--- config.mk ---
export PLATFORM = sky130hd
export DESIGN_NAME = step_pulse_gen_flat
export DESIGN_NICKNAME = d
export VERILOG_FILES = /design/src/rtl/step_pulse_gen_if.sv /design/src/rtl/step_pulse_gen.sv /design/src/flat_wrapper.sv
export SDC_FILE = /design/constraint.sdc
export NUM_CORES = 1
export LEC_CHECK = 0
export CAP_MARGIN = 25
export CORE_ASPECT_RATIO = 1.1
export CORE_MARGIN = 8
export CORE_UTILIZATION = 45
export DETAILED_ROUTE_END_ITERATION = 8
export PLACE_DENSITY = 0.73
export SYNTH_ARGS = -nofsm -noshare
export SYNTH_HDL_FRONTEND = slang
export SYNTH_SLANG_ARGS = --single-unit
--- constraint.sdc ---
create_clock -name clk -period 5.22 [get_ports clk]
set_input_delay 1.044 -clock clk [delete_from_list [all_inputs] [get_ports clk]]
set_output_delay 1.044 -clock clk [all_outputs]
set_load 0.05 [all_outputs]
--- src/rtl/step_pulse_gen_if.sv ---
// Bundles the run request from the tracking stage and the motor driver outputs
// of the step pulse generator.
interface step_pulse_gen_if #(
    parameter int WIDTH_WORK = 16
);
    logic                  enable;
    logic                  dir_in;
    logic [WIDTH_WORK-1:0] period;
    logic                  drv_step;
    logic                  drv_dir;
    logic                  busy;
    logic [31:0]           step_count;

    modport master (
        output enable, dir_in, period,
        input  drv_step, drv_dir, busy, step_count
    );

    modport slave (
        input  enable, dir_in, period,
        output drv_step, drv_dir, busy, step_count
    );
endinterface

--- src/rtl/step_pulse_gen.sv ---
// Step/direction pulse generator for a stepper driver: fixed-width step pulses,
// a clamped period, and a direction setup gap before any reversal.
module step_pulse_gen #(
    parameter int WIDTH_WORK  = 16,
    parameter int PULSE_WIDTH = 100,
    parameter int DIR_SETUP   = 250,
    parameter int MIN_PERIOD  = 200
) (
    input logic            clk,
    input logic            rst,
    step_pulse_gen_if.slave bus
);
    localparam int CW = WIDTH_WORK + 1;

    localparam logic [CW-1:0] PW_C    = CW'(PULSE_WIDTH);
    localparam logic [CW-1:0] PW_LAST = CW'(PULSE_WIDTH - 1);
    localparam logic [CW-1:0] DS_LAST = CW'(DIR_SETUP - 1);
    localparam logic [CW-1:0] MIN_P   = CW'(MIN_PERIOD);

    typedef enum logic [1:0] {
        IDLE,
        DIR_WAIT,
        HIGH,
        LOW
    } state_t;

    state_t        state, state_nxt;
    logic [CW-1:0] cnt, cnt_nxt;
    logic [CW-1:0] per_r, per_nxt;
    logic          dir_r, dir_nxt;
    logic          step_r;
    logic [31:0]   count_r;

    logic [CW-1:0] period_ext;
    logic [CW-1:0] per_clamped;
    logic [CW-1:0] low_last;
    logic          go;

    assign period_ext  = {1'b0, bus.period};
    assign per_clamped = (period_ext < MIN_P) ? MIN_P : period_ext;
    assign low_last    = per_r - PW_C - CW'(1);
    assign go          = bus.enable && (bus.period != '0);

    // Next-state logic; a new step is only ever launched from IDLE or at LOW expiry
    always_comb begin
        state_nxt = state;
        cnt_nxt   = cnt + CW'(1);
        per_nxt   = per_r;
        dir_nxt   = dir_r;
        case (state)
            IDLE: begin
                cnt_nxt = '0;
                if (go) begin
                    per_nxt = per_clamped;
                    if (bus.dir_in == dir_r) begin
                        state_nxt = HIGH;
                    end else begin
                        dir_nxt   = bus.dir_in;
                        state_nxt = DIR_WAIT;
                    end
                end
            end
            DIR_WAIT: begin
                if (!bus.enable) begin
                    state_nxt = IDLE;
                    cnt_nxt   = '0;
                end else if (cnt == DS_LAST) begin
                    state_nxt = HIGH;
                    cnt_nxt   = '0;
                end
            end
            HIGH: begin
                if (cnt == PW_LAST) begin
                    state_nxt = LOW;
                    cnt_nxt   = '0;
                end
            end
            LOW: begin
                if (cnt == low_last) begin
                    cnt_nxt = '0;
                    if (!go) begin
                        state_nxt = IDLE;
                    end else begin
                        per_nxt = per_clamped;
                        if (bus.dir_in == dir_r) begin
                            state_nxt = HIGH;
                        end else begin
                            dir_nxt   = bus.dir_in;
                            state_nxt = DIR_WAIT;
                        end
                    end
                end
            end
            default: begin
                state_nxt = IDLE;
                cnt_nxt   = '0;
            end
        endcase
    end

    // The step output trails the HIGH state by one clock, so the position
    // counter moves on the exact edge where the registered pulse rises.
    always_ff @(posedge clk) begin
        if (rst) begin
            state   <= IDLE;
            cnt     <= '0;
            per_r   <= '0;
            dir_r   <= 1'b0;
            step_r  <= 1'b0;
            count_r <= '0;
        end else begin
            state  <= state_nxt;
            cnt    <= cnt_nxt;
            per_r  <= per_nxt;
            dir_r  <= dir_nxt;
            step_r <= (state == HIGH);
            if ((state == HIGH) && !step_r) begin
                count_r <= dir_r ? count_r + 32'd1 : count_r - 32'd1;
            end
        end
    end

    assign bus.drv_step   = step_r;
    assign bus.drv_dir    = dir_r;
    assign bus.busy       = (state != IDLE);
    assign bus.step_count = count_r;
endmodule

--- src/flat_wrapper.sv ---
// flat-port wrapper written by rule: the top's interface ports become plain ports
module step_pulse_gen_flat 
#(
    parameter int WIDTH_WORK  = 16,
    parameter int PULSE_WIDTH = 100,
    parameter int DIR_SETUP   = 250,
    parameter int MIN_PERIOD  = 200
)
  (clk, rst, bus_enable, bus_dir_in, bus_period, bus_drv_step, bus_drv_dir, bus_busy, bus_step_count);
  step_pulse_gen_if #(.WIDTH_WORK(WIDTH_WORK)) bus_i ();
  input logic clk;
  input logic rst;
  input wire logic [$bits(bus_i.enable)-1:0] bus_enable;
  input wire logic [$bits(bus_i.dir_in)-1:0] bus_dir_in;
  input wire logic [$bits(bus_i.period)-1:0] bus_period;
  output wire logic [$bits(bus_i.drv_step)-1:0] bus_drv_step;
  output wire logic [$bits(bus_i.drv_dir)-1:0] bus_drv_dir;
  output wire logic [$bits(bus_i.busy)-1:0] bus_busy;
  output wire logic [$bits(bus_i.step_count)-1:0] bus_step_count;
  assign bus_i.enable = bus_enable;
  assign bus_i.dir_in = bus_dir_in;
  assign bus_i.period = bus_period;
  assign bus_drv_step = bus_i.drv_step;
  assign bus_drv_dir = bus_i.drv_dir;
  assign bus_busy = bus_i.busy;
  assign bus_step_count = bus_i.step_count;
  step_pulse_gen #(.WIDTH_WORK(WIDTH_WORK), .PULSE_WIDTH(PULSE_WIDTH), .DIR_SETUP(DIR_SETUP), .MIN_PERIOD(MIN_PERIOD)) u_core (.clk(clk), .rst(rst), .bus(bus_i));
endmodule
* Yosys cells after proc, flatten, opt, wreduce, memory -nomap -nowiden *
Index checks and enable logic that the tools add are counted.

storage, ports and cells
  flip-flop bits (word level) = 70
  input port bits = 20
  output and inout port bits = 35
  logic and storage cells = 54

cells by class
  add/subtract/negate cells = 5
  order comparisons = 1
  equality and inequality tests = 11
  mux-type cells = 22
  reduce and logical (&&, ||, !) cells = 9

operators with widths
  cell                     count
  $mux W17                 6
  $pmux W17 S4             1
  $pmux W17 S2             1
  $add A32 B1 Y32 const B  1
  $mux W32                 1
  $sub A32 B1 Y32 const B  1
  $add A17 B1 Y17 const B  1
  $eq A17 B17 Y1           1
  $eq A17 B7 Y1 const B    1
  $eq A17 B8 Y1 const B    1
  $sub A17 B1 Y17 const B  1
  $sub A17 B7 Y17 const B  1
  $lt A16 B8 Y1 const B    1
  $mux W16                 1
  $reduce_bool A16 Y1      1
  $mux W2                  7
  $pmux W2 S4              1
  $ne A2 B1 Y1 const B     3
  $eq A2 B2 Y1 const B     2
  $reduce_and A4 Y1        1
  $reduce_bool A2 Y1       2
  $mux W1                  3
  $ne A3 B2 Y1 const B     1
  $eq A2 B1 Y1 const B     1
  6 further kinds          7

* Longest topological paths before layout *
  depth after elaboration = 5
  depth in mapped cells = 12
  gate-level depth less buffers = 10

* Worst setup path before layout *
Ideal clock, no wire load.

  path type = register to register
  start = register u_core.dir_r (netlist: u_core.bus.drv_dir)
  end = register u_core.count_r[30] (netlist: u_core.bus.step_count[30])
  library setup time = 0.063 ns
  data arrival time = 3.643 ns
  required time = 5.157 ns
  slack = 1.514 ns
  cell stages (with the launch flop) = 11
  buffers on the path = 0
  clock period less this slack = 3.706 ns
  path through = dfxtp_1 > inv_1 > fa_1 > a211oi_1 > o21ai_0 > a21oi_1 > o21ai_0 > a211oi_1 > o211ai_1 > a2111o_1 > nand3_1

between the ends
  cells in the longest elaborated chain, start to end = 1

RTL lines
  what                    RTL line               RTL
  start, declared         step_pulse_gen.sv:30   logic dir_r, dir_nxt;
  start signal, assigned  step_pulse_gen.sv:115  dir_r <= dir_nxt;
  $mux W32                step_pulse_gen.sv:118  count_r <= dir_r ? count_r + 32'd1 : count_r - 32'd1;
  end signal, assigned    step_pulse_gen.sv:118
  end, declared           step_pulse_gen.sv:32   logic [31:0] count_r;

Every way passes these cells.
A chain may end at the register's enable or synchronous reset.

* Worst setup path in the final report *
  start = register u_core.dir_r (netlist: u_core.bus.drv_dir)
  end = register u_core.count_r[28] (netlist: u_core.bus.step_count[28])

The elaborated chain is that of the path after synthesis.

==> out/metrics.csv <==
metric,value,unit
status,"finished, final reports clean",
post-CTS setup buffers,0,
Pwr Total,4.676,mW
first-pass GRT wire length,23210,um
nets,744,
total of max-cap violations,0,
number of diodes,0,
clk_lat worst skew,0.35,ns
Final Slew Violations,0,
FILL cells,1051,
"CP delay by family, top",compound AO/OA/AOI/OAI gates,
final setup fails,0,
cell area power density,787.1,nW/um^2
critical path endpoint category,flop,
Critical Path Source Type,flop,
Pleak,2.302,nW
"top cells by area, synth","dfxtp_1 27%, ha_1 9.2%, a21oi_1 6.9%",
Slew headroom,32.99,%
share of post-route cells with drive strength above 1,4.486,%
final wirelength,13920,um
crit path buf inv count,1,
#FFs+latches synth,69,
vias in the first global route,5008,
area of the multi-input gates,3466,um^2
total gr overflow,0,
vias per inst,5.862,
RePlAce Congestion,0.8869,
sequential area share after synthesis,27.46,%
Mapped Cells,647,
Num CTS Buffers,9,
CTS Buffer Depth,2,
wire per inst,16.61,um
Hold Crit Class,reg2reg,
Mapped Area,5031,um^2
total nets after synthesis,705,
critical path class,reg2reg,
initial antenna violation count,0,
unrepaired setup endpoints after global routing,false,
largest net degree at the start of global routing,52,
Layout area overhead,18.08,%
post-CTS sizing,0,
crit-path cells,inv_1 > ha_1 > a211oi_1 > o21ai_0 > a21oi_1 > o21ai_0 > a211oi_1 > o211ai_1 > a2111o_1 > nand3_1,
Util after Layout,54.45,%
Worst-Margin Slew,0.9992,ns
worst vdd ir,0.6741,mV
"area leader, netlist",dfxtp_1,
final setup skew,0.006858,ns
Final TNS setup,0,ns
ys flop type,dfxtp_1,
Worst Path Required,5.51,ns
Die Area,14820,um^2
CTS tree,done,
clk root buf,clkbuf_16,
num rows,40,
CP max FO,22,
register area,1381,um^2
"EDFF count, synth",0,
Die Wd,116.8,um
hold bufs inserted after CTS,0,
I/O pin count,55,
core region area,10910,um^2
CTS Sinks,69,
Antenna Nets Post-Route,0,
Netlist cell types,63,
CP max-delay cell,a211oi_1,
min Tclk post-route,3.815,ns
"FFs w/ async S/R, synth",0,%
Final Hold Vio Count,0,
top-area cell type share of the netlist area,27.46,%
I/O Buffers,54,
Yosys warnings,0,
DR iter-0 viols,246,
"slowest stage delay, CP",0.62,ns
Tcrit/Tclk final,73.08,%
Die H,126.9,um
dpl hpwl,10400,um
GRT Total Usage,19.48,%
Commonest cells post-synth,"69 x a21oi_1, 69 x dfxtp_1, 69 x nand2_1, 52 x nor2_1",
Starting Density,46.11,%
routed vias,4912,
DRC,0,
H-tree depth,3,
"Arr. time, crit path",4.11,ns
clock-pin slew on the worst setup and hold paths,0.06,ns
Pre-antenna DRT Iters,5,
f_max,262.2,MHz
Mapped Avg Cell Area,7.776,um^2
## stage by stage
stage	area (um^2)	instances	hold slack, ns	setup WS [ns]
floorplan	5031	647	0.4626	1.514
global placement	5657	822	0.4593	1.454
detailed placement	5657	822	0.4689	1.373
CTS	5941	838	0.4777	1.344
global route	5941	838	0.4991	1.096
finish	5941	838	0.4734	1.405
## path summary, 6_finish.rpt
| check | start | endpoint | slack [ns] | cells past startpoint |
|---|---|---|---|---|
| setup / recovery | u_core.bus.drv_dir$_SDFFE_PP0P_ | u_core.bus.step_count[28]$_SDFFE_PP0P_ | 1.41 | 10 |
| hold / removal | u_core.bus.step_count[12]$_SDFFE_PP0P_ | u_core.bus.step_count[12]$_SDFFE_PP0P_ | 0.47 | 2 |
| setup reg to reg | u_core.bus.drv_dir$_SDFFE_PP0P_ | u_core.bus.step_count[28]$_SDFFE_PP0P_ | 1.41 | 10 |
| hold reg to reg | u_core.bus.step_count[12]$_SDFFE_PP0P_ | u_core.bus.step_count[12]$_SDFFE_PP0P_ | 0.47 | 2 |
## power breakdown
part	internal, mW	switching [mW]	leakage, nW	total (mW)
sequential	0.675	0.158	0.563	0.833
combinational	1.30	1.95	1.61	3.26
clock	0.327	0.259	0.133	0.586
total	2.31	2.37	2.30	4.68
## placed cells by master, fill, tap and decap left out, drive strengths merged, types with 7 or more instances in the layout
cell type      instances
nor4                  12
o21ai                 35
a31oi                  7
a211oi                15
dfxtp                 69
nand2                 69
inv                   20
nor2b                  8
xnor2                 31
nor2                  53
mux2i                  9
xor2                  23
a21o                  20
clkbuf                 9
o21bai                 7
ha                    37
nand3                 37
nor3                   8
clkdlybuf4s50         53
a21oi                 69
or3                   10
## cell families (layout without fill, tap and decap cells)
kind of cell | Yosys count | after routing | synth area share (%)
AOI/OAI and AO/OA | 199 | 199 | 25.69
xor gates and xnor gates | 54 | 54 | 9.401
adders and majority gates | 38 | 38 | 9.600
buffers and inverters | 47 | 91 | 3.705
DFF | 69 | 69 | 27.46
muxes | 10 | 10 | 2.014
and+or+nand+nor | 230 | 230 | 22.13
## metal layers
layer  wire length, um  track usage, %  share of wire [%]
met3               567           5.268                4.1
met1              5554           19.72                 40
met4               397           8.824                2.9
met5                 0               0                  0
met2              7396           35.91                 53
## worst register-to-register path, cell delays in order (launching register included)
cell and delay [ns]:
dfxtp_1 0.35, inv_1 0.59, ha_1 0.44, a211oi_1 0.36
o21ai_0 0.16, a21oi_1 0.29, o21ai_0 0.23, a211oi_1 0.62
o211ai_1 0.24, a2111o_1 0.40, nand3_1 0.08
## sequential cells by signal, indices dropped and copies added (netlist names)
signal	cells
u_core.state	2
u_core.cnt	17
u_core.bus.step_count	32
u_core.bus.drv_dir	1
u_core.bus.drv_step	1
u_core.per_r	16
## area by class of cell
cell class	instances	area share, %
clock buffers	9	3.791
well taps	147	3.096
repair buffers	57	9.393
flip-flops and latches	69	23.25
inverters	18	1.137
multi-input cells	531	58.34
clock inverters	7	0.9899
(Power assumes the default switching activity.)
